**src/rtl/mem_arbiter.sv**
```systemverilog
// Two-requester (fetch / data) arbiter for a single shared memory bus, with
// round-robin tie-breaking, flush-suppressed acks and a per-transaction timeout.
module mem_arbiter #(
   parameter int unsigned TIMEOUT = 255
) (
   input  logic        clk,
   input  logic        reset,
   input  logic        fe_req,
   input  logic [31:0] fe_addr,
   output logic        fe_ack,
   output logic [31:0] fe_data,
   input  logic        mem_req,
   input  logic [31:0] mem_addr,
   input  logic        mem_write,
   input  logic [31:0] mem_wdata,
   input  logic        mem_extend,
   input  logic [1:0]  mem_width,
   output logic        mem_ack,
   output logic [31:0] mem_rdata,
   output logic        bus_req,
   output logic [31:0] bus_addr,
   output logic        bus_write,
   output logic [31:0] bus_wdata,
   output logic        bus_extend,
   output logic [1:0]  bus_width,
   input  logic        bus_ack,
   input  logic [31:0] bus_rdata,
   output logic        err
);

   localparam int CW = (TIMEOUT < 2) ? 1 : $clog2(TIMEOUT + 1);
   localparam logic [CW:0] TO_VAL = (CW + 1)'(TIMEOUT);

   typedef enum logic [1:0] {
      IDLE     = 2'd0,
      FE_BUSY  = 2'd1,
      MEM_BUSY = 2'd2
   } state_t;

   state_t        state_q, state_d;
   logic          last_fe_q, last_fe_d;
   logic          abort_q, abort_d;
   logic [CW-1:0] cnt_q, cnt_d;
   logic          err_q, err_d;
   logic [31:0]   addr_q, addr_d;
   logic          write_q, write_d;
   logic [31:0]   wdata_q, wdata_d;
   logic          extend_q, extend_d;
   logic [1:0]    width_q, width_d;

   logic [CW:0]   cnt_inc;
   logic          owner_req;

   assign cnt_inc   = {1'b0, cnt_q} + 1'b1;
   assign owner_req = (state_q == FE_BUSY) ? fe_req : mem_req;

   // Ack only reaches a requester that still holds its request and never dropped it.
   assign fe_ack    = (state_q == FE_BUSY) && bus_ack && fe_req && !abort_q;
   assign mem_ack   = (state_q == MEM_BUSY) && bus_ack && mem_req && !abort_q;
   assign fe_data   = fe_ack  ? bus_rdata : 32'd0;
   assign mem_rdata = mem_ack ? bus_rdata : 32'd0;

   assign bus_req    = (state_q != IDLE);
   assign bus_addr   = addr_q;
   assign bus_write  = write_q;
   assign bus_wdata  = wdata_q;
   assign bus_extend = extend_q;
   assign bus_width  = width_q;
   assign err        = err_q;

   always_ff @(posedge clk or posedge reset) begin
      if (reset) begin
         state_q   <= IDLE;
         last_fe_q <= 1'b1;
         abort_q   <= 1'b0;
         cnt_q     <= '0;
         err_q     <= 1'b0;
         addr_q    <= 32'd0;
         write_q   <= 1'b0;
         wdata_q   <= 32'd0;
         extend_q  <= 1'b0;
         width_q   <= 2'b00;
      end else begin
         state_q   <= state_d;
         last_fe_q <= last_fe_d;
         abort_q   <= abort_d;
         cnt_q     <= cnt_d;
         err_q     <= err_d;
         addr_q    <= addr_d;
         write_q   <= write_d;
         wdata_q   <= wdata_d;
         extend_q  <= extend_d;
         width_q   <= width_d;
      end
   end

   always_comb begin
      state_d   = state_q;
      last_fe_d = last_fe_q;
      abort_d   = abort_q;
      cnt_d     = cnt_q;
      err_d     = 1'b0;
      addr_d    = addr_q;
      write_d   = write_q;
      wdata_d   = wdata_q;
      extend_d  = extend_q;
      width_d   = width_q;
      case (state_q)
         IDLE: begin
            // On a tie the data side wins unless it was the last one granted.
            if (mem_req && (!fe_req || last_fe_q)) begin
               state_d   = MEM_BUSY;
               last_fe_d = 1'b0;
               abort_d   = 1'b0;
               cnt_d     = '0;
               addr_d    = mem_addr;
               write_d   = mem_write;
               wdata_d   = mem_wdata;
               extend_d  = mem_extend;
               width_d   = mem_width;
            end else if (fe_req) begin
               state_d   = FE_BUSY;
               last_fe_d = 1'b1;
               abort_d   = 1'b0;
               cnt_d     = '0;
               addr_d    = fe_addr;
               write_d   = 1'b0;
               wdata_d   = 32'd0;
               extend_d  = 1'b0;
               width_d   = 2'b10;
            end
         end
         FE_BUSY, MEM_BUSY: begin
            // A completion in the final allowed cycle wins over the timeout.
            if (bus_ack) begin
               state_d = IDLE;
               abort_d = 1'b0;
            end else if (cnt_inc == TO_VAL) begin
               state_d = IDLE;
               abort_d = 1'b0;
               err_d   = 1'b1;
            end else begin
               cnt_d = cnt_inc[CW-1:0];
               if (!owner_req) abort_d = 1'b1;
            end
         end
         default: state_d = IDLE;
      endcase
   end

endmodule

```
**config.mk**
```make
export PLATFORM = sky130hd
export DESIGN_NAME = mem_arbiter
export DESIGN_NICKNAME = d
export VERILOG_FILES = /design/src/rtl/mem_arbiter.sv
export SDC_FILE = /design/constraint.sdc
export NUM_CORES = 1
export LEC_CHECK = 0
export ABC_AREA = 1
export BUFFER_PORTS_ARGS = -buffer_cell sky130_fd_sc_hd__buf_4
export CORE_MARGIN = 2
export CORE_UTILIZATION = 30
export DETAILED_ROUTE_END_ITERATION = 16
export SETUP_SLACK_MARGIN = 0.5
export SYNTH_ARGS = -nofsm -noshare
export SYNTH_HDL_FRONTEND = slang
export SYNTH_SLANG_ARGS = --single-unit
```
**constraint.sdc**
```tcl
create_clock -name clk -period 2.7 [get_ports clk]
set_input_delay 0.135 -clock clk [delete_from_list [all_inputs] [get_ports clk]]
set_output_delay 0.135 -clock clk [all_outputs]
set_load 0.1 [all_outputs]
```
# --- Word-level counts from Yosys, hierarchy flattened ---
# Cells that the tools add are included.
totals:
  register_bits: 81
  in_bits: 137
classes:
  n_addsub: 1
  eq_ne: 8
  n_mux: 32
  n_reduce_logical: 19
op_table:
  columns: ["op", "count"]
  rows:
  - ["two-way mux 32 bit", 6]
  - ["two-way mux 8 bit", 4]
  - ["case mux 8 bit (2 select lines)", 1]
  - ["two-way mux 1 bit", 13]
  - ["two-way mux 2 bit", 6]
  - ["adder 8 x 1 -> 9 bit, second input constant", 1]
  - ["equality test 9 x 8 -> 1 bit, second input constant", 1]
  - ["logical AND 1 bit", 7]
  - ["inequality test 3 bit, second input constant", 2]
  - ["nonzero test 2 bit", 3]
  - ["inequality test 2 bit, second input constant", 2]
  - ["inequality test 4 bit, second input constant", 1]
  - ["case mux 2 bit (2 select lines)", 1]
  - ["AND reduction 2 bit", 2]
  - ["AND reduction 4 bit", 1]
  - ["AND reduction 3 bit", 1]
  - ["equality test 2 x 1 -> 1 bit, second input constant", 1]
  - ["equality test 2 bit, second input constant", 1]
  - ["zero test 1 bit", 2]
  - ["zero test 2 bit", 1]
  - ["case mux 1 bit (2 select lines)", 1]
  - ["OR reduction 2 bit", 1]
  - ["logical OR 1 bit", 1]

# --- Logic depth before layout (Yosys ltp) ---
# Gate-level depths: netlist of the first run.
depth:
  depth_word: 6
  depth_mapped: 12
  depth_no_buf: 12

# --- Least setup slack after synthesis of the first run ---
# OpenSTA, ideal clock, no wires.
synth_path:
  path_kind: "reg2out"
  startpoint: "register state_q[1]"
  endpoint: "output fe_data[22]"
  arrival_ps: 2318
  required_ps: 2565
  path_slack_ps: 247
  stages_incl_launch_ff: 6
  path_cell_list: "dfrtp_1 inv_1 ha_1 nand4_1 clkbuf_1 nor2_1"
synth_between:
  elab_chain_len: 5
synth_rtl:
  columns: ["item", "line", "text"]
  rows:
  - ["from (decl)", "40", "state_t state_q, state_d;"]
  - ["from (signal assigned)", "84", "state_q <= state_d;"]
  - ["equality test 2 x 1 -> 1 bit", "58", "assign fe_ack = (state_q == FE_BUSY) && bus_ack && fe_req && !abort_q;"]
  - ["logical AND 1 bit (3 in series)", "58", null]
  - ["two-way mux 32 bit", "60", "assign fe_data = fe_ack ? bus_rdata : 32'd0;"]
  - ["to (decl)", "11", "output logic [31:0] fe_data,"]
# Every way passes these cells.

# --- Worst setup path after layout of the first run ---
layout_path:
  startpoint: "register state_q[1]"
  endpoint: "output fe_data[21]"
# Same word-level chain as after synthesis.

==> summary.md, run 1 <==
| Metric | Value |
|---|---|
| Run status | completed |
| Most used routing layer in global routing | met2 |
| Max Cap Violations | 0 |
| Worst path cell trace | inv_1 -> ha_1 -> nand4_1 -> buf_4 -> nor2_1 -> buf_4 |
| Routed vias/inst | approximately 4.5 |
| Slew Limit Fails | 0 |
| Most frequent cells in the layout | buf_4, nand2_1, dfrtp_1, nor2_1, inv_1 |
| Synth area leaders | dfrtp_1, nand2_1, a22o_1 |
| Final hold viol count | 0 |
| CP Data Required Time | 2570 ps |
| Nets@finish | about 910 |
| Synthesized cell area | 0.00394 mm^2 |
| Critical path class | register to primary output |
| Number of hold buffers added after cts | 19 |
| Most common library cell in the layout ignoring fill and taps | buf_4 |
| Initial DRC count | about 200 |
| Pre-antenna DRT Iters | 4 |
| Post_cts resized | 0 |
| Layout cells sized above 1 | 0.414 |
| Area delta synth->final | 69.5% |
| Port Buffers | ~270 |
| Num rows | 41 |
| Hold WC Path Type | input pin to register |
| Synth async-reset ratio | 1.00 |
| Fmax | approximately 500 MHz |
| CTS tree | built |
| Global routing usage on met1 | 0.239 |
| First-pass GRT wire length | 21900 um |
| Clk root buf | clkbuf_16 |
| Worst r2r src | state_q[0] |
| Post-route clock skew | roughly 11 ps |
| Sink Count | 81 |
| Pre-CTS setup slack | approximately 800 ps |
| Synth warn | 0 |
| EDFF count, synth | 0 |
| Min Tclk post-route | between 2000 and 2500 ps |
| Largest net degree at the start of global routing | a little under 70 |
| Mapped Avg Cell Area | 8.15 um^2 |
| Area leader, netlist | dfrtp_1 |
| Initial antenna violation count | 0 |
| Crit path max-delay cell type | dfrtp_1 |
| Worst Tran Pin Value | between 800 and 900 ps |
| Congestion Overflow GR | 0 |
| Syn_nets | roughly 630 |
| Max incr delay on CP | 410 ps |
| Vias in the first global route | roughly 4300 |
| Final setup vio count | 0 |
| Postcts setup bufs | 0 |
| R2R Setup Slk | between 800 and 900 ps |
| Drt total wl | 14000 um |
| CP most frequent cell | buf_4 |
| Clock Latency Late Sink | between 300 and 400 ps |
| Met3 usage | 0.0545 |
| Total global-route track usage | 0.196 |
| #FFs+latches synth | a little over 80 |
| Crit-path leading delay family | buffers and inverters |
| R2R cell count | 7 |
| Hold Path Depth | 3 |
| Post-route clock period utilization | 0.743 |
| IO Pins | about 270 |
| CTS clk-pin slew, worst paths | approximately 60 ps |
| Core Region | about 0.013 mm^2 |
| CP max FO | 33 |
| RSZ-0062 raised after global routing | no |
| Initial core utilization | 0.310 |
| Worst hold endpoint | bus_addr[13] |
| Buf/Inv on CP | 3 |
| Setup crit end kind | primary output |
| Netlist cell types | 23 |
| Worst Hold Launch | fe_addr[13] |
| Post-route ant nets | 0 |
| Post-synth top flop | dfrtp_1 |
| Setup TNS | 0 ps |
| H-Tree Depth | 3 |
| Met2 Usage GRT | 0.328 |
| Die height | between 100 and 150 um |
| Critical Path Start Type | register |
| Diodes inserted | 0 |
| DRC Markers | 0 |
| Post-synthesis sequential area ratio | 0.514 |
| Die area | around 0.014 mm^2 |
| Drt wl/cell | around 15 um |
| Num CTS Buffers | 9 |
| Relative slew slack | 0.405 |
| Clock Tree Buf Depth | 2 |
| Die W | 119 um |
| HPWL after detailed placement | 10500 um |
| Share of the synthesized area in the top cell type | 0.508 |
| Cells after Synth | approximately 480 |
| Critical R2R Capture | bus_wdata[24] |
| Vias | approximately 4200 |
| CP arrival | between 1500 and 2000 ps |
| Final WS setup | ~700 ps |
| GP Congestion | around 0.88 |
[how the worst max path moves through the flow]
| stage | start | endpoint | slack, ps | depth (start not counted) |
|---|---|---|---|---|
| finish | state_q[1] | fe_data[21] | 690 | 6 |
| global route | state_q[0] | bus_addr[10] | 570 | 9 |
| detailed placement | state_q[0] | bus_wdata[19] | 800 | 7 |
| global placement | state_q[0] | bus_addr[19] | 860 | 9 |
| CTS | state_q[1] | fe_data[21] | 690 | 6 |
| floorplan | state_q[1] | fe_data[22] | 250 | 5 |
[metal layers]
| metal | routed length (um) | up-vias |
|---|---|---|
| met5 | 0 | - |
| met4 | 362 | 0 |
| met3 | 974 | 25 |
| met2 | 7010 | 146 |
| met1 | 5670 | 1963 |
| li1 | - | 2100 |
[registers in the layout (all words and copies together) (netlist names)]
signal      cells
bus_extend      1
state_q         2
last_fe_q       1
bus_wdata      32
abort_q         1
bus_write       1
cnt_q           8
bus_width       2
bus_addr       32
err             1
[worst min-delay path, stage by stage]
cell and delay [ps]:
buf_4 80, nand2_1 40, nand3_1 60
[final cells by class]
type | instances | area [um^2]
clock buffer | 10 | 239
clock inverter | 6 | 50.0
fill | 1248 | 6040
inverter | 59 | 229
multi-input combinational | 321 | 1620
sequential | 81 | 2030
tap | 172 | 215
timing repair buffer | 298 | 2310
[synth_stat cells (all sizes together), types with 2 or more instances]
library cell / n
buf: 10
a22o: 35
a21oi: 5
nor3: 2
o21ai: 2
nand3: 41
nor2: 76
nand4: 11
inv: 59
nand2: 140
dfrtp: 80
clkbuf: 13
ha: 6
[stage by stage]
step	hold WS [ps]	util	cells	cell area, um^2
2_1_floorplan	206	-	484	3970
3_3_place_gp	339	0.488	912	6210
3_5_place_dp	347	0.488	912	6210
4_1_cts	0.218	0.526	947	6690
5_1_grt	1.31	0.526	947	6690
6_report	5.00	0.526	947	6690
[kinds of logic after synthesis]
family | count (synthesis) | share of synthesized area
simple gates | 270 | 0.292
buf+inv | 82 | 0.0819
flops | 81 | 0.514
compound gates | 45 | 0.0926
fa+ha+maj | 6 | 0.0190
Power of run 1 is left out: the tool's default activity adds up to more than one toggle a clock period on the data nets, which glitch-free logic cannot reach.
==> inputs of run 2 (changes only) <==
==> constraint.sdc (replaced) <==
create_clock -name clk -period 1.9 [get_ports clk]
set_input_delay 0.095 -clock clk [delete_from_list [all_inputs] [get_ports clk]]
set_output_delay 0.095 -clock clk [all_outputs]
set_load 0.1 [all_outputs]
==> summary.md, run 2 (synthesis results as in run 1) <==
| Metric | Value |
|---|---|
| CP Data Required Time | around 2200 ps |
| Area delta synth->final | 138% |
| Critical path class | register to register |
| Num CTS Buffers | 9 |
| RSZ-0062 raised after global routing | yes |
| Final setup vio count | 1 |
| Vias in the first global route | about 5400 |
| Worst Tran Pin Value | around 440 ps |
| Worst r2r src | state_q[1] |
| Hold WC Path Type | input pin to register |
| Fmax | just over 500 MHz |
| Hold Path Depth | 3 |
| Most common library cell in the layout ignoring fill and taps | buf_4 |
| DRC Markers | 0 |
| R2R Setup Slk | -40 ps |
| Pre-antenna DRT Iters | 5 |
| Met2 Usage GRT | 0.462 |
| Congestion Overflow GR | 0 |
| Global routing usage on met1 | 0.293 |
| GP Congestion | 0.794 |
| Power density cells | between 1500 and 2000 mW/mm^2 |
| Core Region | approximately 0.013 mm^2 |
| Routed vias/inst | ~4.8 |
| Run status | complete, but fails checks |
| Drt wl/cell | approximately 19 um |
| Clock Latency Late Sink | 340 ps |
| Port Buffers | 272 |
| Initial core utilization | 0.310 |
| R2R cell count | 8 |
| Total global-route track usage | 0.261 |
| Failing checks | setup timing |
| Pre-CTS setup slack | between 100 and 150 ps |
| Sink Count | slightly above 80 |
| Nets@finish | about 1000 |
| Post-route clock period utilization | 1.02 |
| Leak | about 4.5 nW |
| Vias | around 5100 |
| Initial DRC count | approximately 300 |
| IO Pins | about 270 |
| CTS clk-pin slew, worst paths | roughly 60 ps |
| Drt total wl | slightly below 20000 um |
| Setup crit end kind | register |
| Die W | 119 um |
| Critical Path Start Type | register |
| Initial antenna violation count | 0 |
| Clock Tree Buf Depth | 2 |
| Setup TNS | -43.8 ps |
| CTS tree | built |
| Critical R2R Capture | abort_q |
| Final WS setup | -43.8 ps |
| Final hold viol count | 0 |
| Min Tclk post-route | roughly 2000 ps |
| Post-route clock skew | between 9 and 10 ps |
| Slew Limit Fails | 0 |
| Tot Pwr | ~16 mW |
| Relative slew slack | 0.706 |
| Most frequent cells in the layout | buf_4, nand2_1, dlygate4sd3_1, dfrtp_1, buf_12 |
| Most used routing layer in global routing | met2 |
| Clk root buf | clkbuf_16 |
| Worst Hold Launch | mem_addr[0] |
| First-pass GRT wire length | 29000 um |
| Peak supply drop | 2.05 mV |
| HPWL after detailed placement | between 10000 and 15000 um |
| Die area | 0.0141 mm^2 |
| Die height | around 120 um |
| Largest net degree at the start of global routing | ~80 |
| CP max FO | 7 |
| H-Tree Depth | 3 |
| Worst hold endpoint | bus_addr[0] |
| Num rows | 41 |
| Layout cells sized above 1 | 0.493 |
| Met3 usage | 0.0700 |
| Post-route ant nets | 0 |
| Diodes inserted | 0 |
| CP arrival | 2200 ps |
| Max Cap Violations | 0 |
-- run 2: cell types whose count changed in the layout (fill, tap and decap cells not counted), sizes merged --
cell | previous run | this run
dlygate4sd3 | 19 | 100
inv | 59 | 56
clkinv | 3 | 1
clkbuf | 10 | 15
clkinvlp | 3 | 6
bufbuf | 0 | 1
buf | 279 | 304
-- run 2: worst max path at each step --
| stage | from | endpoint | slack [ps] | depth (start not counted) |
|---|---|---|---|---|
| final | state_q[1] | abort_q | -40 | 8 |
| after global routing | state_q[1] | abort_q | -90 | 8 |
| after CTS | state_q[0] | mem_rdata[5] | 70 | 7 |
| after detailed placement | state_q[0] | bus_wdata[23] | 120 | 7 |
| after global placement | last_fe_q | bus_addr[8] | 180 | 7 |
| after floorplan | state_q[0] | mem_rdata[0] | -270 | 4 |
-- run 2: where the power goes --
group / total [mW] / internal (mW) / leakage, nW / switching (mW)
clock network: 1.62 / 0.916 / 0.128 / 0.702
logic: 11.2 / 2.81 / 3.35 / 8.38
registers: 3.05 / 2.53 / 1.03 / 0.523
total: 15.9 / 6.26 / 4.50 / 9.61
-- run 2: cell type report --
class | count | area (um^2)
sequential | 81 | 2030
fill | 837 | 3330
tap | 172 | 215
timing repair buffer | 409 | 4420
inverter | 59 | 239
clock buffer | 11 | 243
clock inverter | 4 | 28.8
multi-input combinational | 321 | 2220
-- run 2: layer usage --
metal | share of wire | vias to the layer above | wire length, um
li1 | - | 2335 | -
met1 | 0.35 | 2454 | 6870
met2 | 0.54 | 265 | 10500
met3 | 0.072 | 65 | 1410
met4 | 0.042 | 0 | 818
met5 | 0 | - | 0
-- run 2: metrics by stage --
step	instance area, um^2	util	std cells	hold WS, ps
after CTS	9150	0.719	1047	0.0374
after global routing	9390	0.738	1057	13.7
final	9390	0.738	1057	11.7
after global placement	6700	0.527	914	263
after floorplan	4480	-	484	166
after detailed placement	6700	0.527	914	255
-- run 2: worst max-delay path: stages, from the launching register on --
cell and delay, ps:
dfrtp_1 410, buf_6 140, buf_4 120, buf_4 130, ha_1 210, nor2_4 210
inv_1 120, o21ai_0 310, a21boi_1 210
-- run 2: timing repair --
| item | CTS | global route |
|---|---|---|
| endpoints found under the setup margin | 147 | 147 |
| gates resized for setup | 237 | 27 |
| cloned | 4 | 4 |
| hold endpoints to repair | 149 | 0 |
| pin swaps | 17 | 12 |
| buffers inserted | 14 | 6 |
| hold buffers | 100 | 0 |
(Power assumes the default switching activity.)
==> inputs of run 3 (changes only) <==
==> constraint.sdc (replaced) <==
create_clock -name clk -period 1.7 [get_ports clk]
set_input_delay 0.085 -clock clk [delete_from_list [all_inputs] [get_ports clk]]
set_output_delay 0.085 -clock clk [all_outputs]
set_load 0.1 [all_outputs]
==> summary.md, run 3 (synthesis results as in run 1) <==
| Metric | Value |
|---|---|
| Run status | complete, but fails checks |
| Failing checks | setup timing |
| Final hold viol count | 0 |
| Hold WC Path Type | input pin to register |
| Final core area utilization | 0.745 |
| Die area | about 0.014 mm^2 |
| Pre-antenna DRT Iters | 4 |
| IO Pins | ~270 |
| Final WS setup | -187 ps |
| Layout cells sized above 1 | 0.488 |
| Final setup vio count | roughly 150 |
| Largest net degree at the start of global routing | 82 |
| R2R Setup Slk | -190 ps |
| Critical Path Start Type | register |
| Tot Pwr | ~18 mW |
| Comb pwr share | 0.705 |
| Post-route clock skew | slightly below 9 ps |
| Setup crit end kind | register |
| Port Buffers | ~270 |
| CTS clk-pin slew, worst paths | around 70 ps |
| Worst Tran Pin Value | around 440 ps |
| Sink Count | 81 |
| Most common library cell in the layout ignoring fill and taps | buf_4 |
| Post-route cell area | approximately 0.0095 mm^2 |
| Leak | approximately 4.6 nW |
| Peak supply drop | 1.94 mV |
| RSZ-0062 raised after global routing | yes |
| Fmax | about 530 MHz |
| CP arrival | 2150 ps |
| Die height | approximately 120 um |
| Num rows | just over 40 |
| Vias in the first global route | 5574 |
| Sequential Power Share | 0.188 |
| Hold Path Depth | 3 |
| H-Tree Depth | 3 |
| Slew Limit Fails | 0 |
| Relative slew slack | 0.704 |
| Initial DRC count | ~230 |
| Crit path max-delay cell type | dfrtp_2 |
| Vias | approximately 5100 |
| Max incr delay on CP | 430 ps |
| CP Data Required Time | a little under 2000 ps |
| Max Cap Violations | 0 |
| Sw Ratio | 0.596 |
| Total global-route track usage | 0.256 |
| Most frequent cells in the layout | buf_4, nand2_1, dlygate4sd3_1, dfrtp_1, buf_12 |
| Post-route clock period utilization | 1.11 |
| Clk root buf | clkbuf_16 |
| Initial core utilization | 0.310 |
| Non-Filler Instances | around 1100 |
| Core Region | 0.0127 mm^2 |
| Sw Pwr | between 10 and 15 mW |
| Area delta synth->final | 140% |
| R2R cell count | 11 |
| Clock power frac | 0.106 |
| Post-route ant nets | 0 |
| First-pass GRT wire length | 28700 um |
| CTS tree | built |
| Nets@finish | around 1000 |
| CP max FO | 8 |
| GP Congestion | just over 0.8 |
| Clock Latency Late Sink | roughly 330 ps |
| Min Tclk post-route | between 1500 and 2000 ps |
| Placed Area | slightly below 0.007 mm^2 |
| Placed insts | between 900 and 1000 |
| Power Internal | 7.25 mW |
| Drt wl/cell | about 18 um |
| Die W | about 120 um |
| Congestion Overflow GR | 0 |
| Power density cells | ~1900 mW/mm^2 |
| Critical path class | register to register |
| Num CTS Buffers | 9 |
| Routed vias/inst | a little under 5 |
| DRC Markers | 0 |
| Clock Tree Buf Depth | 2 |
| HPWL after detailed placement | 10400 um |
| Worst path cell trace | inv_2 -> buf_4 -> ha_4 -> clkinvlp_4 -> buf_6 -> nor3_4 -> nor2_4 -> buf_4 -> nand3_4 -> nand2_1 -> nand2_1 |
| Initial antenna violation count | 0 |
| Diodes inserted | 0 |
| Drt total wl | approximately 19000 um |
==> run 3: cell type report <==
type	count	area, um^2
Timing Repair Buffer	418	4510
Fill cell	831	3240
Multi-Input combinational cell	321	2200
Sequential cell	81	2030
Clock buffer	12	256
Inverter	59	241
Tap cell	172	215
Clock inverter	4	35.0
==> run 3: power groups by stage <==
stage | Sequential [mW] | Clock (mW) | Combinational [mW]
4_1_cts | 3.37 | 1.95 | 12.3
2_1_floorplan | 9.26 | 0 | 2.79
3_3_place_gp | 3.36 | 0 | 11.2
3_5_place_dp | 3.36 | 0 | 11.3
5_1_grt | 3.48 | 2.04 | 13.1
6_report | 3.38 | 1.91 | 12.7
==> run 3: repair_timing <==
item                                    4_1_cts  5_1_grt
resized for setup                           227       25
setup buffers                                14        9
endpoints found under the hold margin       149        0
cloned                                        6        2
hold buffers                                101        0
endpoints found under the setup margin      148      148
pin swaps                                    17       10
==> run 3: per-stage QoR <==
stage	setup slack (ps)	hold slack (ps)	TNS (ps)
global placement	42.7	244	0
finish	-187	39.8	-11700
CTS	-135	14.2	-4450
floorplan	-456	156	-31460
detailed placement	1.64	249	0
global route	-277	31.1	-22690
==> run 3: worst paths after layout <==
kind,endpoint,startpoint
min in group asynchronous,bus_wdata[6],reset
max in group asynchronous,last_fe_q,reset
worst max-delay path,cnt_q[6],state_q[0]
worst min register to register,last_fe_q,last_fe_q
worst max register to register,cnt_q[6],state_q[0]
worst min-delay path,bus_addr[30],mem_addr[30]
==> run 3: metal layers <==
metal | vias to the layer above | wire length, um | GRT usage
met5 | - | 0 | 0
met4 | 0 | 677 | 0.0900
met3 | 46 | 1290 | 0.0666
met2 | 242 | 10200 | 0.476
met1 | 2489 | 6560 | 0.280
li1 | 2359 | - | -
==> run 3: worst max-delay path: cells and delay by family (launching register included) <==
family | cells | cell delay, ps
DFF | 1 | 430
and+or+nand+nor | 5 | 620
adders and majority gates | 1 | 140
buffers and inverters | 5 | 620
